**config.mk**
```make
export PLATFORM = sky130hd
export DESIGN_NAME = cfg_req_gen
export DESIGN_NICKNAME = d
export VERILOG_FILES = /design/src/rtl/cfg_req_gen.sv
export SDC_FILE = /design/constraint.sdc
export NUM_CORES = 1
export LEC_CHECK = 0
export BUFFER_PORTS_ARGS = -buffer_cell sky130_fd_sc_hd__buf_2
export CAP_MARGIN = 10
export CORE_AREA = 2 2 149 151
export CTS_BUF_LIST = sky130_fd_sc_hd__clkbuf_8
export CTS_CLUSTER_DIAMETER = 30
export DETAILED_ROUTE_END_ITERATION = 16
export DIE_AREA = 0 0 151 153
export PLACE_DENSITY_LB_ADDON = 0.12
export SLEW_MARGIN = 20
export SYNTH_ARGS = -nofsm -noshare
export SYNTH_HDL_FRONTEND = slang
export SYNTH_SLANG_ARGS = --single-unit
```
**constraint.sdc**
```tcl
create_clock -name clk -period 2 [get_ports clk]
set_input_delay 0.1 -clock clk [delete_from_list [all_inputs] [get_ports clk]]
set_output_delay 0.1 -clock clk [all_outputs]
set_load 0.01 [all_outputs]
```
**src/rtl/cfg_req_gen.sv**
```systemverilog
// rtl/cfg_req_gen.sv - host-side request initiator for the 134-bit configuration chain
module cfg_req_gen #(
  parameter logic [7:0]  SRC_MID = 8'd1,
  parameter logic [15:0] TIMEOUT = 16'd1024
) (
  input  logic         clk,
  input  logic         rst_n,
  input  logic         req_valid,
  input  logic         req_rw,
  input  logic [7:0]   req_dst_mid,
  input  logic [31:0]  req_addr,
  input  logic [31:0]  req_wdata,
  output logic         req_ready,
  output logic         rsp_valid,
  output logic [31:0]  rsp_rdata,
  output logic         rsp_timeout,
  output logic [133:0] cout_cfg_data,
  output logic         cout_cfg_data_wr,
  input  logic         cin_cfg_ready,
  input  logic [133:0] cin_cfg_data,
  input  logic         cin_cfg_data_wr,
  output logic         cout_cfg_ready
);

  typedef enum logic [2:0] {
    IDLE     = 3'd0,
    HEAD     = 3'd1,
    TAIL     = 3'd2,
    WAIT_RSP = 3'd3,
    DRAIN    = 3'd4,
    DONE     = 3'd5
  } state_t;

  state_t        state;
  state_t        state_nxt;
  logic          lat_rw;
  logic [7:0]    lat_dst;
  logic [31:0]   lat_addr;
  logic [31:0]   lat_wdata;
  logic [15:0]   timer;
  logic [133:0]  head_word;
  logic [133:0]  tail_word;
  logic          accept;
  logic          rsp_match;
  logic          rsp_tail;
  logic          timeout_hit;
  logic          unused_cin_bits;

  assign head_word = {2'b01, 4'b0000, 1'b0, (lat_rw ? 3'b010 : 3'b001), 12'h000,
                      SRC_MID, lat_dst, lat_addr, 32'h0000_0000,
                      (lat_rw ? lat_wdata : 32'h0000_0000)};
  assign tail_word = {2'b10, 132'd0};

  assign accept      = (state == IDLE) && req_valid;
  assign timeout_hit = (timer == TIMEOUT - 16'd1);

  // A read response echoes our ID as destination and the target/address we asked for.
  assign rsp_match = cin_cfg_data_wr
                  && (cin_cfg_data[133:132] == 2'b01)
                  && (cin_cfg_data[127:124] == 4'b1011)
                  && (cin_cfg_data[103:96]  == SRC_MID)
                  && (cin_cfg_data[111:104] == lat_dst)
                  && (cin_cfg_data[95:64]   == lat_addr);
  assign rsp_tail  = cin_cfg_data_wr && (cin_cfg_data[133:132] == 2'b10);

  // Header fields this initiator never interprets on the return path.
  assign unused_cin_bits = ^{cin_cfg_data[131:128], cin_cfg_data[123:112], cin_cfg_data[63:32]};

  // Returning words are only observed, so the chain is never stalled.
  assign cout_cfg_ready = 1'b1;

  // State register.
  always_ff @(posedge clk or negedge rst_n) begin
    if (!rst_n) begin
      state <= IDLE;
    end else begin
      state <= state_nxt;
    end
  end

  // Request latch, response timer and held response results.
  always_ff @(posedge clk or negedge rst_n) begin
    if (!rst_n) begin
      lat_rw      <= 1'b0;
      lat_dst     <= 8'h00;
      lat_addr    <= 32'h0000_0000;
      lat_wdata   <= 32'h0000_0000;
      timer       <= 16'h0000;
      rsp_rdata   <= 32'h0000_0000;
      rsp_timeout <= 1'b0;
    end else begin
      if (accept) begin
        lat_rw      <= req_rw;
        lat_dst     <= req_dst_mid;
        lat_addr    <= req_addr;
        lat_wdata   <= req_wdata;
        rsp_rdata   <= 32'h0000_0000;
        rsp_timeout <= 1'b0;
      end
      if (state == TAIL) begin
        timer <= 16'h0000;
      end else if (state == WAIT_RSP) begin
        timer <= timer + 16'd1;
        // A match on the timeout cycle still counts as a valid response.
        if (rsp_match) begin
          rsp_rdata <= cin_cfg_data[31:0];
        end else if (timeout_hit) begin
          rsp_timeout <= 1'b1;
          rsp_rdata   <= 32'h0000_0000;
        end
      end
    end
  end

  // Next-state and chain/host outputs; words are only driven when the chain accepts them.
  always_comb begin
    state_nxt        = state;
    req_ready        = 1'b0;
    rsp_valid        = 1'b0;
    cout_cfg_data    = 134'd0;
    cout_cfg_data_wr = 1'b0;
    case (state)
      IDLE: begin
        req_ready = 1'b1;
        if (req_valid) begin
          state_nxt = HEAD;
        end
      end
      HEAD: begin
        if (cin_cfg_ready) begin
          cout_cfg_data    = head_word;
          cout_cfg_data_wr = 1'b1;
          state_nxt        = TAIL;
        end
      end
      TAIL: begin
        if (cin_cfg_ready) begin
          cout_cfg_data    = tail_word;
          cout_cfg_data_wr = 1'b1;
          state_nxt        = lat_rw ? DONE : WAIT_RSP;
        end
      end
      WAIT_RSP: begin
        if (rsp_match) begin
          state_nxt = DRAIN;
        end else if (timeout_hit) begin
          state_nxt = DONE;
        end
      end
      DRAIN: begin
        if (rsp_tail) begin
          state_nxt = DONE;
        end
      end
      DONE: begin
        rsp_valid = 1'b1;
        state_nxt = IDLE;
      end
      default: begin
        state_nxt = IDLE;
      end
    endcase
  end

endmodule

```
==> results.tsv <==
stage	metric	value	unit
status	outcome	finished with violations	
status	failing checks	negative setup slack	
min_path	Hold Crit Endpoint	state[0]$_DFFE_PN0P_	
timing	worst hold margin	119	ps
worst_setup_path	critical path endpoint category	register	
clocking	CTS tree	built	
timing	final setup fails	33	
layout	area grow syn2layout	53.5	%
route	1st-iter DRT viols	121	
power	Power Dens Cells	1100	mW/mm^2
synth	sequential area share after synthesis	47.5	%
synth	count of unique library cells instantiated by Yosys	49	
clocking	H-tree levels	4	
timing	RSZ-0062 raised after global routing	yes	
layout	register area	0.00313	sq mm
layout	Multi-input gate area	0.00309	sq mm
placed_design	DP Area	0.00832	sq mm
grt	gr ovfl total	0	
power	Peak supply drop	0.617	mV
clocking	CTS Buf Count	17	
die	starting density of the core	30.6	%
die	Die Footprint	0.0231	sq mm
synth	Post-synth ARST share	100	%
clocking	Clock transition at path regs	90	ps
route	Vias	5681	
timing	Max Clock Freq	469	MHz
synth	ys flop type	dfrtp_1	
synth	Mapped Cells	575	
timing	worst-margin pin slew	520	ps
worst_setup_path	Setup CP Type	register to register	
worst_setup_path	worst reg-to-reg setup slack	-130	ps
timing	Max Clock Skew	13.9	ps
timing	Final Hold Viols	0	
timing	Max-Slew Margin vs Limit	65.3	%
placed_design	placed insts	1142	
die	area of the core	0.0215	sq mm
grt	GRT Total Usage	17.9	%
route	WL/cell	15.7	um
placed_design	pre-CTS setup slack	-255	ps
route	WL met2	10000	um
worst_setup_path	worst path required time	2310	ps
grt	initial antenna violation count	6	
timing	Tcrit/Tclk final	107	%
power	Lkg Pwr	5.24	nW
route	final wirelength	20400	um
route	vias per cell	4.39	
flow_run	max cap viols	0	
worst_setup_path	Crit path arrival time	2450	ps
grt	largest net degree at the start of global routing	51	
power	Tot Pwr	11.1	mW
route	Top Layer Used	met5	
synth	Post-synth EDFFs	0	
die	row count	54	
layout	commonest non-fill, non-tap cell in the layout	buf_2	
die	I/O pin cnt	383	
placed_design	GPL Wtd Cong	0.751	
route	M1 WL	8310	um
die	die width	151	um
power	Internal	7.22	mW
layout	Filler cells	2095	
power	clock power share	21.5	%
route	met3 wire length	1820	um
worst_setup_path	Reg-to-Reg Start	lat_addr[2]$_DFFE_PN0P_	
timing	final worst path period need	2130	ps
worst_setup_path	kind of start point of the critical path	register	
timing	post-route setup slack	-132	ps
power	Net Sw Frac	35.1	%
layout	final instance area	0.0101	sq mm
grt	first-pass GRT wire length	32300	um
power	Comb power frac	42.8	%
route	Remaining DRCs	0	
clocking	maximum root-to-sink buffer count	2	
layout	most frequent cells in the layout	buf_2, dfrtp_1, dlygate4sd3_1	
layout	Final Util	47.0	%
layout	final cell count without fillers	1294	
layout	nets	1211	
grt	vias in the first global route	6064	
clocking	clock root cell	clkbuf_8	
min_path	Hold Crit Depth	5	
power	sw power	3.91	mW
power	Seq pwr share	35.7	%
layout	share of cells above drive strength 1	46.7	%
min_path	hold path startpoint	cin_cfg_data[133]	
synth	Syn. warnings	0	
clocking	CTS Sinks	125	
synth	Syn Area/Cell	11.5	sq um
clocking	Clk Latency, worst-skew pair	440	ps
synth	flip-flop and latch count after synthesis	125	
route	antenna viol nets, final	0	
placed_design	IO Port Bufs	276	
synth	post-synthesis cell area	0.00658	sq mm
placed_design	DP Wirelength	14300	um
route	TritonRoute pass-1 iters	4	
min_path	HP Class	primary input to register	
timing	final max-slew violation count	0	
worst_setup_path	R2R Path End	rsp_rdata[3]$_DFF_PN0_	
die	die height	153	um
worst_setup_path	CP max FO	32	
worst_setup_path	R2R cell count	9	
timing	Sum Neg Setup Slack	-3860	ps
[critical path, stage by stage (launching register included)]
cell	delay, ps
dfrtp_1	400
xor2_1	160
nor4_2	310
buf_4	170
nand2_4	60
nor4_4	270
buf_4	150
a211oi_4	60
buf_12	170
a22o_1	240
[power by group through the flow]
| stage | clock network [mW] | logic (mW) | registers (mW) |
|---|---|---|---|
| 3_5_place_dp | 0 | 4.15 | 4.05 |
| 3_3_place_gp | 0 | 4.13 | 4.04 |
| 4_1_cts | 2.51 | 4.63 | 3.98 |
| 5_1_grt | 2.61 | 5.21 | 4.11 |
| 6_report | 2.39 | 4.77 | 3.97 |
| 2_1_floorplan | 0 | 2.70 | 3.85 |
[cell usage after synthesis, drive strengths merged, types with 4 or more instances]
cell	number	area, sq um
a21oi	10	50.1
a22o	36	315
and2	36	228
and3	46	288
buf	72	587
clkbuf	21	78.8
dfrtp	125	3130
inv	5	18.8
mux2	73	822
mux2i	5	50.1
nand2	20	77.6
nand3	9	57.6
nand4	4	25.0
nor2	13	51.3
nor3	8	40.0
nor4	14	130
o21ai	11	55.1
xor2	41	359
[cells by family (layout without fill, tap and decap cells)]
| group | count (synthesis) | count (layout) | share of synthesized area (%) |
|---|---|---|---|
| AND/OR/NAND/NOR | 161 | 161 | 15.3 |
| flip-flops | 125 | 125 | 47.5 |
| buffers and inverters | 98 | 478 | 10.4 |
| multiplexers | 78 | 78 | 13.2 |
| AO/OA/AOI/OAI | 69 | 69 | 7.81 |
| XOR/XNOR | 41 | 41 | 5.45 |
| other | 2 | 61 | 0.114 |
| adder cells (fa/ha/maj) | 1 | 1 | 0.190 |
[how the worst max path moves through the flow]
stage                        startpoint  slack (ps)  depth (start not counted)                       to
2_1_floorplan      timer[0]$_DFFE_PN0P_          30                          8  rsp_rdata[10]$_DFF_PN0_
3_3_place_gp   lat_addr[16]$_DFFE_PN0P_        -230                          9  rsp_rdata[30]$_DFF_PN0_
3_5_place_dp   lat_addr[16]$_DFFE_PN0P_        -260                          9   rsp_rdata[8]$_DFF_PN0_
4_1_cts        lat_addr[16]$_DFFE_PN0P_        -180                          9   rsp_rdata[8]$_DFF_PN0_
5_1_grt         lat_addr[2]$_DFFE_PN0P_        -270                          9  rsp_rdata[24]$_DFF_PN0_
6_report        lat_addr[2]$_DFFE_PN0P_        -130                          9   rsp_rdata[3]$_DFF_PN0_
[flip-flops by register name, indices dropped and copies added (netlist names)]
register     cells
lat_rw           1
state            3
lat_addr        32
rsp_timeout      1
rsp_rdata       32
lat_dst          8
timer           16
lat_wdata       32
[layout make-up]
type,instances,share of cell area [%]
Sequential cell,125,31.0
Multi-Input combinational cell,408,30.6
Timing Repair Buffer,441,30.5
Tap cell,280,3.47
Clock buffer,19,2.59
Clock inverter,13,1.63
Inverter,5,0.186
Antenna cell,3,0.0743
[routing by layer]
| metal | global-route usage [%] | vias to the layer above |
|---|---|---|
| li1 | - | 2758 |
| met1 | 21.0 | 2696 |
| met2 | 30.7 | 209 |
| met3 | 7.40 | 14 |
| met4 | 3.92 | 4 |
| met5 | 0 | - |
[what timing repair did]
| action | in CTS | in global routing |
|---|---|---|
| pin swaps | 4 | 5 |
| gates resized for setup | 18 | 14 |
| setup buffers | 5 | 2 |
| setup endpoints to repair | 99 | 74 |
| hold endpoints to repair | 230 | 0 |
| hold buffers | 107 | 0 |
| gates cloned | 2 | 2 |
Power figures use the tool's default switching activity.
